**config.mk**
```make
export PLATFORM = sky130hd
export DESIGN_NAME = dispatch_ctrl_flat
export DESIGN_NICKNAME = d
export VERILOG_FILES = /design/src/rtl/dispatch_pkg.sv /design/src/rtl/dispatch_if.sv /design/src/rtl/uop_fifo2.sv /design/src/rtl/dispatch_ctrl.sv /design/src/flat_wrapper.sv
export SDC_FILE = /design/constraint.sdc
export NUM_CORES = 1
export LEC_CHECK = 0
export BUFFER_PORTS_ARGS = -buffer_cell sky130_fd_sc_hd__clkbuf_2
export CAP_MARGIN = 20
export CORE_MARGIN = 1
export CORE_UTILIZATION = 46
export CTS_CLUSTER_DIAMETER = 40
export DETAILED_ROUTE_END_ITERATION = 12
export PLACE_DENSITY = 0.78
export RECOVER_POWER = 100
export REMOVE_ABC_BUFFERS = 1
export SLEW_MARGIN = 10
export SYNTH_ARGS = -nofsm -noshare
export SYNTH_HDL_FRONTEND = slang
export SYNTH_SLANG_ARGS = --single-unit
```
**constraint.sdc**
```tcl
create_clock -name clk -period 4.13 [get_ports clk]
set_input_delay 0.2065 -clock clk [delete_from_list [all_inputs] [get_ports clk]]
set_output_delay 0.2065 -clock clk [all_outputs]
set_load 0.005 [all_outputs]
```
**src/rtl/dispatch_pkg.sv**
```systemverilog
// dispatch_pkg: shared micro-op types, FU encodings, ALU op codes and FIFO occupancy states.
// Exports: uop_t, FU_* codes, ALU_* codes, occ_t (EMPTY/ONE/FULL).
package dispatch_pkg;

    typedef struct packed {
        logic [8:0]  pc;
        logic [4:0]  rs1;
        logic [4:0]  rs2;
        logic [4:0]  rd;
        logic [31:0] imm;
        logic [3:0]  alu_op;
        logic [1:0]  fu_type;
        logic        alusrc;
        logic        branch;
        logic        memread;
        logic        memwrite;
        logic        regwrite;
    } uop_t;

    localparam logic [1:0] FU_ALU = 2'b00;
    localparam logic [1:0] FU_BR  = 2'b01;
    localparam logic [1:0] FU_LSU = 2'b10;
    localparam logic [1:0] FU_ILL = 2'b11;

    localparam logic [3:0] ALU_ADD = 4'd0;
    localparam logic [3:0] ALU_SUB = 4'd1;
    localparam logic [3:0] ALU_AND = 4'd2;
    localparam logic [3:0] ALU_OR  = 4'd3;
    localparam logic [3:0] ALU_XOR = 4'd4;
    localparam logic [3:0] ALU_SLT = 4'd5;
    localparam logic [3:0] ALU_SLL = 4'd6;
    localparam logic [3:0] ALU_SRL = 4'd7;

    typedef enum logic [1:0] {
        EMPTY = 2'd0,
        ONE   = 2'd1,
        FULL  = 2'd2
    } occ_t;

endpackage

```
**src/rtl/dispatch_if.sv**
```systemverilog
// dispatch_if: decoder-side, station-side, ROB and flush signals of the dispatch stage.
// Modports: slave = dispatch_ctrl, master = environment driving decoder/stations/ROB.
interface dispatch_if;
    import dispatch_pkg::*;

    logic       i_valid;
    uop_t       i_uop;
    logic       o_ready;
    uop_t       o_uop;
    logic       alu_valid;
    logic       br_valid;
    logic       lsu_valid;
    logic       alu_ready;
    logic       br_ready;
    logic       lsu_ready;
    logic       rob_ready;
    logic       rob_alloc;
    logic       flush;
    logic       o_illegal;
    logic [1:0] o_count;

    modport slave (
        input  i_valid, i_uop, alu_ready, br_ready, lsu_ready, rob_ready, flush,
        output o_ready, o_uop, alu_valid, br_valid, lsu_valid, rob_alloc, o_illegal, o_count
    );

    modport master (
        output i_valid, i_uop, alu_ready, br_ready, lsu_ready, rob_ready, flush,
        input  o_ready, o_uop, alu_valid, br_valid, lsu_valid, rob_alloc, o_illegal, o_count
    );

endinterface

```
**src/rtl/uop_fifo2.sv**
```systemverilog
// uop_fifo2: 2-entry in-order micro-op FIFO; occupancy kept as an EMPTY/ONE/FULL state.
// Ports: clk, rst_n (async low), push/pop/clear controls, din in, dout = head, count = occupancy.
// Callers never push when full nor pop when empty; clear overrides push and pop.
module uop_fifo2
    import dispatch_pkg::*;
(
    input  logic       clk,
    input  logic       rst_n,
    input  logic       push,
    input  logic       pop,
    input  logic       clear,
    input  uop_t       din,
    output uop_t       dout,
    output logic [1:0] count
);

    uop_t mem [2];
    logic wr_ptr;
    logic rd_ptr;
    occ_t st;
    occ_t nxt;

    always_ff @(posedge clk or negedge rst_n) begin
        if (!rst_n) begin
            st     <= EMPTY;
            wr_ptr <= 1'b0;
            rd_ptr <= 1'b0;
            mem[0] <= '0;
            mem[1] <= '0;
        end else begin
            st     <= nxt;
            wr_ptr <= clear ? 1'b0 : wr_ptr ^ push;
            rd_ptr <= clear ? 1'b0 : rd_ptr ^ pop;
            if (push && !clear)
                mem[wr_ptr] <= din;
        end
    end

    always_comb begin
        nxt = st;
        if (clear)
            nxt = EMPTY;
        else if (push && !pop)
            nxt = (st == EMPTY) ? ONE : FULL;
        else if (pop && !push)
            nxt = (st == FULL) ? ONE : EMPTY;
    end

    assign dout  = mem[rd_ptr];
    assign count = st;

endmodule

```
**src/rtl/dispatch_ctrl.sv**
```systemverilog
// dispatch_ctrl: routes the FIFO head to the ALU/branch/LSU station selected by fu_type, gated by ROB space.
// Ports: clk, rst_n (async low), bus (dispatch_if.slave): decoder handshake, station valid/ready,
// rob_ready/rob_alloc, flush, sticky o_illegal, o_count occupancy.
module dispatch_ctrl
    import dispatch_pkg::*;
#(
    parameter int DEPTH = 2
) (
    input  logic       clk,
    input  logic       rst_n,
    dispatch_if.slave  bus
);

    uop_t       head;
    logic [1:0] count;
    logic       ready;
    logic       live;
    logic       fire;
    logic       ill;
    logic       push;
    logic       pop;
    logic       illegal;

    uop_fifo2 u_fifo (
        .clk   (clk),
        .rst_n (rst_n),
        .push  (push),
        .pop   (pop),
        .clear (bus.flush),
        .din   (bus.i_uop),
        .dout  (head),
        .count (count)
    );

    // o_ready looks only at occupancy and flush, so downstream readiness never reaches upstream combinationally.
    assign ready = (count != 2'(DEPTH)) && !bus.flush;
    assign live  = (count != 2'd0) && !bus.flush;
    assign push  = bus.i_valid && ready;

    assign bus.alu_valid = live && bus.rob_ready && (head.fu_type == FU_ALU);
    assign bus.br_valid  = live && bus.rob_ready && (head.fu_type == FU_BR);
    assign bus.lsu_valid = live && bus.rob_ready && (head.fu_type == FU_LSU);

    assign fire = (bus.alu_valid && bus.alu_ready) || (bus.br_valid && bus.br_ready) ||
                  (bus.lsu_valid && bus.lsu_ready);

    // Illegal heads are dropped without waiting for the ROB so they cannot block the queue.
    assign ill = live && (head.fu_type == FU_ILL);
    assign pop = fire || ill;

    always_ff @(posedge clk or negedge rst_n) begin
        if (!rst_n)
            illegal <= 1'b0;
        else if (ill)
            illegal <= 1'b1;
    end

    assign bus.o_ready   = ready;
    assign bus.o_uop     = head;
    assign bus.rob_alloc = fire;
    assign bus.o_illegal = illegal;
    assign bus.o_count   = count;

endmodule

```
**src/flat_wrapper.sv**
```systemverilog
// flat-port wrapper written by rule: the top's interface ports become plain ports
module dispatch_ctrl_flat import dispatch_pkg::*;
#(
    parameter int DEPTH = 2
)
  (clk, rst_n, bus_i_valid, bus_i_uop, bus_alu_ready, bus_br_ready, bus_lsu_ready, bus_rob_ready, bus_flush, bus_o_ready, bus_o_uop, bus_alu_valid, bus_br_valid, bus_lsu_valid, bus_rob_alloc, bus_o_illegal, bus_o_count);
  dispatch_if bus_i ();
  input  logic clk;
  input  logic rst_n;
  input wire logic [$bits(bus_i.i_valid)-1:0] bus_i_valid;
  input wire logic [$bits(bus_i.i_uop)-1:0] bus_i_uop;
  input wire logic [$bits(bus_i.alu_ready)-1:0] bus_alu_ready;
  input wire logic [$bits(bus_i.br_ready)-1:0] bus_br_ready;
  input wire logic [$bits(bus_i.lsu_ready)-1:0] bus_lsu_ready;
  input wire logic [$bits(bus_i.rob_ready)-1:0] bus_rob_ready;
  input wire logic [$bits(bus_i.flush)-1:0] bus_flush;
  output wire logic [$bits(bus_i.o_ready)-1:0] bus_o_ready;
  output wire logic [$bits(bus_i.o_uop)-1:0] bus_o_uop;
  output wire logic [$bits(bus_i.alu_valid)-1:0] bus_alu_valid;
  output wire logic [$bits(bus_i.br_valid)-1:0] bus_br_valid;
  output wire logic [$bits(bus_i.lsu_valid)-1:0] bus_lsu_valid;
  output wire logic [$bits(bus_i.rob_alloc)-1:0] bus_rob_alloc;
  output wire logic [$bits(bus_i.o_illegal)-1:0] bus_o_illegal;
  output wire logic [$bits(bus_i.o_count)-1:0] bus_o_count;
  assign bus_i.i_valid = bus_i_valid;
  assign bus_i.i_uop = bus_i_uop;
  assign bus_i.alu_ready = bus_alu_ready;
  assign bus_i.br_ready = bus_br_ready;
  assign bus_i.lsu_ready = bus_lsu_ready;
  assign bus_i.rob_ready = bus_rob_ready;
  assign bus_i.flush = bus_flush;
  assign bus_o_ready = bus_i.o_ready;
  assign bus_o_uop = bus_i.o_uop;
  assign bus_alu_valid = bus_i.alu_valid;
  assign bus_br_valid = bus_i.br_valid;
  assign bus_lsu_valid = bus_i.lsu_valid;
  assign bus_rob_alloc = bus_i.rob_alloc;
  assign bus_o_illegal = bus_i.o_illegal;
  assign bus_o_count = bus_i.o_count;
  dispatch_ctrl #(.DEPTH(DEPTH)) u_core (.clk(clk), .rst_n(rst_n), .bus(bus_i));
endmodule
```
==> flow_summary.ini <==
[timing]
rsz0062_at_grt = no
finalMaxSlewViolations = 127
fin_crit_sh_pct = 76.2
relSlewSlack_pct = -37.4
final_hold_viol_count = 0
fin_tns_setup_ns = 0
worst_pin_slew_ns = 2.06
skew_ns = 0.00560
finalSetupViolCount = 0
max_freq_mhz = 318
fin_crit_ns = 3.15

[final_layout]
diodes = 0
finalNetCount = 628
area_growth_pct = 19.7
stdcell_area_sq_um = 7510
drive_gt1_share_pct = 50.3
fillers = 1131
final_cell_mix = mux2_2 (139), dfrtp_1 (139), clkbuf_2 (111)

[critical_path]
ff2ff_setup_slack_ns = 1.15
reg2reg_depth = 5
cp_slowest_stage_delay_ns = 1.24
crit_family = buffers and inverters
cp.required_ns = 3.92
worst-path-stages = 3
startpoint_type = flip-flop
cpMaxStageDelayCell = clkbuf_2
endpoint_kind = output pin
cp_max_fo = 57
crit_buf_inv = 2
crit_type = flip-flop to output pin
crit_chain = clkbuf_2 -> mux2_2 -> clkbuf_1
cp.arrival_ns = 2.94

[clock_tree]
clk_pin_slew_worst_paths_ns = 0.05
clockRootBuffer = clkbuf_16
clockBufferDepth = 2
cts_sinks = 139
cts_setup_buffers = 0
clock_latency_ns = 0.41
h-tree-depth = 4
cts-buffers-inserted = 17
cts_tree = built

[worst_hold_path]
hold-path-cell-count = 2
hold_path_class = input pin to flip-flop

[run_status]
outcome = complete, but fails checks
violations = max-capacitance violations, max-slew violations

[routing]
routed_wl_mm = 12.1
dr.pass1.iters = 4
wl_per_cell_microns = 16.3
drt_first_iter_violations = 157
drtAntennaViolNets = 0
drc = 0
vias_per_cell = 5.10
num_vias = 3776

[place]
place.gp.congestion = 0.770
dpl.hpwl_mm = 7.95
place_area_sq_um = 7130
place.port_buffers = 149

[synthesis]
yosys_register_bits = 139
postSynthAreaPerCell_sq_um = 15.6
netlist_instances = 402
yosys_warnings = 0
syn_area_sq_um = 6270
ys_seq_area_share_pct = 55.5
yosys.cell_types.count = 29

[grt]
antenna_found_initial = 0
grt_remaining_overflow = 0
grt_pass1_vias = 4156
grt.total_usage_pct = 18.3
grt_pass1_wl_mm = 20.3
grt_max_degree = 103

[pwr]
p_per_area_nw_per_um2 = 648
power.leakage_nw = 3.35
irDropWorstVdd_mv = 0.351

[die]
fp-row-count = 42
io_pins = 150
chipHeight_microns = 119
die_x_microns = 119
core_area_sq_um = 13300
initial_core_util_pct = 47.2
dieArea_sq_um = 14100

[flow_run]
cap_violations = 3
==> layout make-up <==
class	count	area, sq um	share of cell area, %
tap	176	220	2.93
inverter	4	15.0	0.200
clock buffer	23	478	6.37
clock inverter	8	92.6	1.23
sequential	139	3480	46.3
timing repair buffer	155	738	9.83
multi-input combinational	236	2480	33.1
==> worst paths after layout <==
check,from,to
worst min register to register,u_core.bus.o_illegal,u_core.bus.o_illegal
worst min-delay path,bus_i_uop[18],u_core.u_fifo.mem[85]
min in group asynchronous,rst_n,u_core.u_fifo.mem[131]
worst max-delay path,u_core.u_fifo.rd_ptr,bus_o_uop[43]
max in group asynchronous,rst_n,u_core.u_fifo.mem[119]
worst max register to register,u_core.u_fifo.count[1],u_core.u_fifo.mem[124]
==> flip-flops by register name, indices dropped and copies added (netlist names) <==
register              cells
u_core.bus.o_illegal      1
u_core.u_fifo.wr_ptr      1
u_core.u_fifo.mem       134
u_core.u_fifo.count       2
u_core.u_fifo.rd_ptr      1
==> kinds of logic after synthesis <==
logic type,Yosys count,synth area share (%)
and+or+nand+nor,21,1.76
xor gates and xnor gates,1,0.140
AOI/OAI and AO/OA,12,1.40
muxes,202,38.4
DFF,139,55.5
buffers and inverters,27,2.83
==> repair_timing <==
action                    4_1_cts  5_1_grt
resized for setup               0        0
hold buffers                    1        0
hold endpoints to repair      101        0
==> synthesized netlist by cell type (all sizes together) <==
cell	n	area share (%)
nor2	5	0.30
clkbuf	4	0.24
a31o	2	0.28
a21oi	4	0.38
a21o	1	0.12
nand2	4	0.24
nand3	3	0.32
nor2b	1	0.10
a31oi	2	0.20
nor3	4	0.40
mux2i	2	0.72
a311oi	1	0.14
dfrtp	139	55
mux2	200	38
buf	19	2.4
and2	1	0.10
o21ai	2	0.28
xor2	1	0.14
inv	4	0.24
nand4	3	0.30
==> metrics by stage <==
step                      cells  util [%]  hold WS [ns]  worst slack [ns]  power [mW]
after global routing        741      56.5        0.0128             0.796        5.15
final                       741      56.5        0.0273             0.984        4.87
after global placement      709      53.7         0.369              1.91        3.51
after CTS                   741      58.0        0.0113              1.60        5.10
after floorplan             379         -       -0.0891             0.335        3.04
after detailed placement    709      53.7         0.388              1.84        3.60
==> worst reg2reg max path: cells and delay by family, from the launching register on <==
family / cells / cell delay [ns]
AOI/OAI and AO/OA: 1 / 0.19
buffers and inverters: 2 / 1.56
DFF: 1 / 0.45
muxes: 1 / 0.48
and+or+nand+nor: 1 / 0.18
==> power breakdown <==
part	internal (mW)	switching, mW	total [mW]
logic	0.776	0.538	1.31
clock network	0.928	0.536	1.46
registers	1.84	0.247	2.09
total	3.55	1.32	4.87
==> layer usage <==
layer	vias to the layer above	GRT usage (%)	routed length (microns)
met4	0	5.78	145
li1	1751	-	-
met3	14	6.66	727
met2	94	30.7	6070
met1	1917	21.9	5150
met5	-	0	0
No activity file was read; power rests on OpenSTA's default activity.
